==> src/rtl/reg_rr_arbiter_pkg.sv <==
// reg_arb_pkg: FSM encoding and width helper shared by the round-robin register arbiter.
package reg_arb_pkg;

    typedef enum logic {IDLE = 1'b0, BUSY = 1'b1} state_t;

    function automatic int clog2(input int v);
        int r;
        r = 0;
        for (int i = 0; i < 31; i++)
            if ((1 << i) < v) r = i + 1;
        return r;
    endfunction

endpackage

==> src/rtl/reg_rr_arbiter_pick.sv <==
// rr_priority_pick: first set bit of req_vec scanning start, start+1, .. modulo N.
module rr_priority_pick #(
    parameter int N  = 4,
    parameter int IW = 2
) (
    input  logic [N-1:0]  req_vec,
    input  logic [IW-1:0] start,
    output logic          found,
    output logic [IW-1:0] idx
);

    // Scan from the farthest offset down so the nearest set bit wins last.
    always_comb begin
        found = 1'b0;
        idx   = '0;
        for (int i = N - 1; i >= 0; i--)
            if (req_vec[(int'(start) + i) % N]) begin
                found = 1'b1;
                idx   = IW'((int'(start) + i) % N);
            end
    end

endmodule

==> src/rtl/reg_rr_arbiter.sv <==
// reg_rr_arbiter: round-robin ownership of one shared register with a bounded hold under contention.
module reg_rr_arbiter
    import reg_arb_pkg::*;
#(
    parameter int N_REQ    = 4,
    parameter int WIDTH    = 8,
    parameter int MAX_HOLD = 4,
    localparam int IW      = clog2(N_REQ),
    localparam int HW      = clog2(MAX_HOLD + 1)
) (
    input  logic                   clk,
    input  logic                   reset_n,
    input  logic                   clr,
    input  logic [N_REQ-1:0]       req,
    input  logic [N_REQ*WIDTH-1:0] wdata,
    output logic [N_REQ-1:0]       grant,
    output logic                   busy,
    output logic [IW-1:0]          owner,
    output logic [WIDTH-1:0]       q
);

    state_t           state, state_d;
    logic [IW-1:0]    owner_d, ptr, ptr_d, nxt, idle_idx, ho_idx;
    logic [HW-1:0]    hold_cnt, hold_d;
    logic [N_REQ-1:0] other;
    logic             idle_found, ho_found, own_req, at_max, rel;

    assign other   = req & ~grant;
    assign own_req = |(req & grant);
    assign at_max  = hold_cnt == HW'(MAX_HOLD);
    assign rel     = !own_req || (at_max && |other);
    assign nxt     = (owner == IW'(N_REQ - 1)) ? '0 : owner + 1'b1;
    assign busy    = |grant;

    rr_priority_pick #(.N(N_REQ), .IW(IW)) u_idle_pick (
        .req_vec (req),
        .start   (ptr),
        .found   (idle_found),
        .idx     (idle_idx)
    );

    rr_priority_pick #(.N(N_REQ), .IW(IW)) u_ho_pick (
        .req_vec (other),
        .start   (nxt),
        .found   (ho_found),
        .idx     (ho_idx)
    );

    always_comb begin
        state_d = state;
        owner_d = owner;
        ptr_d   = ptr;
        hold_d  = hold_cnt;
        if (state == IDLE) begin
            if (idle_found) begin
                state_d = BUSY;
                owner_d = idle_idx;
                hold_d  = HW'(1);
            end
        end else if (rel) begin
            ptr_d   = nxt;
            state_d = ho_found ? BUSY : IDLE;
            owner_d = ho_found ? ho_idx : '0;
            hold_d  = ho_found ? HW'(1) : '0;
        end else begin
            hold_d  = at_max ? hold_cnt : hold_cnt + 1'b1;
        end
    end

    always_ff @(posedge clk or negedge reset_n) begin
        if (!reset_n) begin
            state    <= IDLE;
            owner    <= '0;
            ptr      <= '0;
            hold_cnt <= '0;
            grant    <= '0;
            q        <= '0;
        end else begin
            state    <= state_d;
            owner    <= owner_d;
            ptr      <= ptr_d;
            hold_cnt <= hold_d;
            grant    <= (state_d == BUSY) ? N_REQ'(1) << owner_d : '0;
            q        <= clr ? '0 : own_req ? wdata[owner*WIDTH +: WIDTH] : q;
        end
    end

endmodule

==> config.mk <==
export PLATFORM = sky130hd
export DESIGN_NAME = reg_rr_arbiter
export DESIGN_NICKNAME = d
export VERILOG_FILES = /design/src/rtl/reg_rr_arbiter_pkg.sv /design/src/rtl/reg_rr_arbiter_pick.sv /design/src/rtl/reg_rr_arbiter.sv
export SDC_FILE = /design/constraint.sdc
export NUM_CORES = 1
export LEC_CHECK = 0
export CAP_MARGIN = 20
export CORE_MARGIN = 10
export CORE_UTILIZATION = 47
export DETAILED_ROUTE_END_ITERATION = 16
export GPL_ROUTABILITY_DRIVEN = 0
export PLACE_DENSITY = 0.81
export SKIP_CTS_REPAIR_TIMING = 1
export SLEW_MARGIN = 20
export SYNTH_ARGS = -nofsm -noshare
export SYNTH_HDL_FRONTEND = slang
export SYNTH_SLANG_ARGS = --single-unit
export TNS_END_PERCENT = 10
==> constraint.sdc <==
create_clock -name clk -period 3.1 [get_ports clk]
set_input_delay 0.62 -clock clk [delete_from_list [all_inputs] [get_ports clk]]
set_output_delay 0.62 -clock clk [all_outputs]
set_load 0.005 [all_outputs]
==> results.json, run 1 <==
{
  "syn_avg_cell_area_um2": 10.1,
  "end_kind": "output port",
  "ir_worst_vdd_uv": 553,
  "numClockSinks": 20,
  "cp_max_fo": 6,
  "p_sw_uw": 590,
  "wl_um": 4200,
  "synth_cell_types": 49,
  "core_um2": 2780,
  "max_stage_delay_ps": 530,
  "drt_iter0_markers": 62,
  "intPower_uw": 914,
  "grt-ovfl-total": 0,
  "ys_ff_latch": 20,
  "cts_max_level": 1,
  "synthMuxAreaShare": 0.145,
  "max_cap_violations": 0,
  "insertion_delay_ps": 300,
  "seqPwrFrac": 0.325,
  "synth_top_area_cell": "dfrtp_1",
  "timing.final.crit_share": 0.762,
  "cts-buffers-inserted": 3,
  "syn2layout_area_growth_pct": 42.2,
  "dpl.hpwl_um": 3480,
  "cts-root-buf": "clkbuf_4",
  "synth-simple-area-share": 0.238,
  "path_class": "reg2out",
  "io_buffers": 53,
  "num_io_pins": 54,
  "grt_pass1_wl_um": 6800,
  "power_density_nw_per_um2": 761,
  "ys_seq_area_frac": 0.360,
  "n_antenna_cell": 0,
  "start_kind": "register",
  "wire_per_inst_um": 19.0,
  "vias_per_cell": 5.97,
  "rsz0062_at_grt": "false",
  "rows": 19,
  "p_clk_frac": 0.103,
  "synth_flop_cell": "dfrtp_1",
  "synth_area_leaders": "dfrtp_1 36%, mux4_2 13%, nand2_1 7.0%",
  "fmax_ghz": 0.423,
  "yosysWarnings": 0,
  "syn-num-nets": 180,
  "die_area_um2": 5530,
  "finalHoldViolations": 0,
  "cp.arrival_ps": 1740,
  "final_util": 0.711,
  "hold_depth": 2,
  "p_comb_frac": 0.572,
  "hp-class": "reg2reg",
  "synth_xor_area_frac": 0.00630,
  "fin_nets": 233,
  "power.leakage_nw": 0.810,
  "cts_tree": "done",
  "cts_buffer_depth": 2,
  "swShare": 0.392,
  "maxSlewHeadroom": 0.405,
  "synth_cells": 138,
  "drc": 0,
  "syn_area_um2": 1390,
  "tightest_slew_ps": 889,
  "final_cell_mix": "53 x clkdlybuf4s50_1, 26 x nand2_1, 20 x dfrtp_1",
  "async_reset_ff_frac": 1.00,
  "status": "completed",
  "synth_top_family_by_area": "simple AND/OR/NAND/NOR gates",
  "maxSlewViolCount": 0,
  "path_cells": "or4_1 -> clkdlybuf4s50_1",
  "drtPass1Iterations": 5,
  "antenna_found_initial": 0,
  "rr_worst_depth": 6,
  "slowest_stage": "or4_1",
  "grt_max_degree": 21,
  "fill_cells": 219,
  "die_w_um": 74.4,
  "yosys.area_share.adder": 0.0270,
  "drive_gt1_frac": 0.142,
  "skew_ps": 6.36,
  "vias": 1319,
  "die_h_um": 74.4,
  "synth_top_area_frac": 0.360,
  "path_clk_slew_ps": 120,
  "initial_utilization": 0.500,
  "cp_data_required_time_ps": 2480,
  "antenna_left": 0,
  "final_common_cell": "clkdlybuf4s50_1",
  "synth_edf_count": 0,
  "setup_viol_count_final": 0,
  "grt_util_all_layers": 0.155,
  "grt_pass1_vias": 1382,
  "synth_compound_area_frac": 0.186,
  "fin_crit_ps": 2360,
  "finalSetupTns_ps": 0
}
[metal layers]
layer | vias up | routed length, um | global-route usage
met5 | - | 0 | 0
met4 | 0 | 50 | 0.0346
met3 | 6 | 290 | 0.0399
li1 | 617 | - | -
met1 | 645 | 1440 | 0.168
met2 | 51 | 2420 | 0.292
[worst max-delay path: cells and delay by family (launching register included)]
family        cells  cell delay (ps)
simple gates      1              530
flops             1              460
buf+inv           1              460
[power groups by stage]
| stage | logic, mW | registers, mW | clock network [mW] |
|---|---|---|---|
| 2_1_floorplan | 0.582 | 0.436 | 0 |
| 3_3_place_gp | 0.838 | 0.492 | 0 |
| 3_5_place_dp | 0.865 | 0.498 | 0 |
| 4_1_cts | 0.869 | 0.492 | 0.157 |
| 5_1_grt | 0.946 | 0.512 | 0.170 |
| 6_report | 0.861 | 0.489 | 0.154 |
[state kept, by name, summed over array words and instances (netlist names)]
signal	flops
q	8
grant	4
hold_cnt	3
owner	2
ptr	2
state	1
[kinds of logic after synthesis]
logic type,count (synthesis)
adder cells (fa/ha/maj),3
AO/OA/AOI/OAI,36
buffers and inverters,13
XOR/XNOR,1
flip-flops,20
multiplexers,10
AND/OR/NAND/NOR,55
[stage by stage]
step           std cells  hold slack [ps]  worst slack [ps]  power (mW)  instance area [um2]
3_3_place_gp         217              508               561        1.33                 1940
4_1_cts              221              531               727        1.52                 1980
2_1_floorplan        138              324              1270        1.02                 1390
6_report             221              528               737        1.50                 1980
5_1_grt              221              552               621        1.63                 1980
3_5_place_dp         217              514               533        1.36                 1940
[worst paths after layout]
path	from	end	slack [ps]
max reg2reg	owner[0]	grant[1]	870
min in group asynchronous	reset_n	hold_cnt[0]	810
max	grant[0]	busy	740
min	q[3]	q[3]	530
max in group asynchronous	reset_n	grant[0]	1750
min reg2reg	q[3]	q[3]	530
[synth_stat cells (2+ instances only)]
master and n:
a211oi_1 4, a21oi_1 13, a22oi_1 3, and2b_2 2
and2b_4 2, buf_2 2, clkbuf_1 2, dfrtp_1 20
ha_1 3, inv_1 7, mux4_2 8, nand2_1 26
nand2b_1 2, nand3b_1 2, nor2_1 4, nor2b_1 2
o21ai_0 2, o221ai_1 3
[cell type report]
class | instances | area (um2) | area share
clock buffers | 4 | 36.3 | 0.0184
repair buffers | 54 | 538 | 0.272
inverters | 7 | 26.3 | 0.0133
multi-input cells | 105 | 837 | 0.423
well taps | 31 | 38.8 | 0.0196
flip-flops and latches | 20 | 500 | 0.253
Note: power is estimated with default switching activity, not from simulation.
==> run 2: changes to the inputs <==
--- a/config.mk
+++ b/config.mk
@@ -7,10 +7,10 @@
 export LEC_CHECK = 0
 export CAP_MARGIN = 20
 export CORE_MARGIN = 10
-export CORE_UTILIZATION = 47
+export CORE_UTILIZATION = 39
 export DETAILED_ROUTE_END_ITERATION = 16
 export GPL_ROUTABILITY_DRIVEN = 0
-export PLACE_DENSITY = 0.81
+export PLACE_DENSITY = 0.72
 export SKIP_CTS_REPAIR_TIMING = 1
 export SLEW_MARGIN = 20
 export SYNTH_ARGS = -nofsm -noshare
==> constraint.sdc (replaced) <==
create_clock -name clk -period 2.1 [get_ports clk]
set_input_delay 0.42 -clock clk [delete_from_list [all_inputs] [get_ports clk]]
set_output_delay 0.42 -clock clk [all_outputs]
set_load 0.005 [all_outputs]
==> results.json, run 2 (synthesis gave the netlist of run 1 again) <==
{
  "status": "completed",
  "finalHoldViolations": 0,
  "maxSlewViolCount": 0,
  "rr_worst_depth": 6,
  "cp_data_required_time_ps": 2320,
  "cts_tree": "done",
  "io_buffers": 53,
  "dpl-instance-area_um2": 2070,
  "grt_util_all_layers": 0.146,
  "drive_gt1_frac": 0.231,
  "fin_nets": 251,
  "cts-buffers-inserted": 3,
  "core_um2": 3390,
  "use_met1": 0.160,
  "hp-class": "in2async",
  "regMostFlops": "q",
  "grt_pass1_wl_um": 7230,
  "drc": 0,
  "holdWs_ps": 430,
  "drt_iter0_markers": 56,
  "ir_worst_vdd_uv": 495,
  "final_cell_mix": "52 x clkdlybuf4s50_1, 26 x nand2_1, 19 x buf_4",
  "tightest_slew_ps": 429,
  "busiest_layer": "met2",
  "fill_cells": 277,
  "initial_utilization": 0.410,
  "cts_buffer_depth": 2,
  "end_kind": "register",
  "slowest_stage": "clkdlybuf4s50_1",
  "insertion_delay_ps": 310,
  "syn2layout_area_growth_pct": 53.7,
  "finalSetupTns_ps": 0,
  "n_antenna_cell": 0,
  "vias": 1358,
  "cp_max_fo": 7,
  "drtPass1Iterations": 4,
  "setup_viol_count_final": 0,
  "cts-root-buf": "clkbuf_4",
  "cts_max_level": 1,
  "layout.cells.non_filler": 254,
  "max_stage_delay_ps": 520,
  "antenna_left": 0,
  "power_density_nw_per_um2": 1130,
  "grt_max_degree": 21,
  "wl_um": 4610,
  "power_mw": 2.41,
  "grtUsageMet3": 0.0146,
  "cp.arrival_ps": 2230,
  "path_class": "in2reg",
  "fin_crit_ps": 2020,
  "grt_pass1_vias": 1425,
  "timing.final.crit_share": 0.960,
  "rsz0062_at_grt": "false",
  "placed_cells": 247,
  "antenna_found_initial": 0,
  "numClockSinks": 20,
  "fmax_ghz": 0.496,
  "path_clk_slew_ps": 120,
  "die_w_um": 79.7,
  "power.leakage_nw": 0.901,
  "final_cell_area_um2": 2140,
  "maxSlewHeadroom": 0.714,
  "wire_per_inst_um": 18.2,
  "dpl.hpwl_um": 3900,
  "grt-ovfl-total": 0,
  "vias_per_cell": 5.35,
  "largest_reg_flops": 8,
  "die_h_um": 79.7,
  "start_kind": "primary input",
  "path_cells": "clkdlybuf4s50_1 -> and2b_2 -> o41ai_2 -> nand2_1 -> o22a_1 -> a221oi_2",
  "die_area_um2": 6350,
  "rows": 21,
  "skew_ps": 6.14,
  "num_io_pins": 54,
  "top_regs": "q: 8 flops, grant: 4 flops, hold_cnt: 3 flops",
  "final_common_cell": "clkdlybuf4s50_1",
  "use_met2": 0.283,
  "max_cap_violations": 0
}
run 2: changes by cell type in the layout (fill, tap and decap cells not counted):
cell	delta
buf_4	+18
clkdlybuf4s50_1	-1
dfrtp_1	-3
dfrtp_2	+3
dlymetal6s2s_1	+1
run 2: final timing paths:
kind                            startpoint     endpoint  slack [ps]
worst max-delay path                req[2]     grant[2]          80
worst min-delay path               reset_n  hold_cnt[0]         430
worst max register to register    owner[0]     grant[2]         220
worst min register to register        q[0]         q[0]         520
max in group asynchronous          reset_n     grant[0]        1440
min in group clk                      q[0]         q[0]         520
run 2: layout make-up:
class,count,area (um2),share of cell area
Timing Repair Buffer,72,676,0.316
Multi-Input combinational cell,105,837,0.392
Clock buffer,4,36.3,0.0170
Sequential cell,20,504,0.236
Tap cell,46,57.6,0.0269
Inverter,7,26.3,0.0123
run 2: critical path, delay by kind of cell:
kind,cells,cell delay (ps)
compound gates,3,840
buf+inv,1,520
simple gates,2,450
run 2: where the power goes:
part | total, mW | switching, mW | internal [mW]
Combinational | 1.53 | 0.692 | 0.835
Clock | 0.236 | 0.130 | 0.106
Sequential | 0.643 | 0.108 | 0.535
Total | 2.41 | 0.930 | 1.48
run 2: metrics by stage:
step | utilization | setup slack, ps
floorplan | - | 467
CTS | 0.622 | -83.9
detailed placement | 0.611 | -231
global placement | 0.611 | -109
global route | 0.630 | 1.79
finish | 0.630 | 84.7
run 2: per-layer routing:
layer / up-vias / share of wire
met2: 21 / 0.59
met4: 0 / 0.012
li1: 653 / -
met5: - / 0
met1: 678 / 0.38
met3: 6 / 0.020
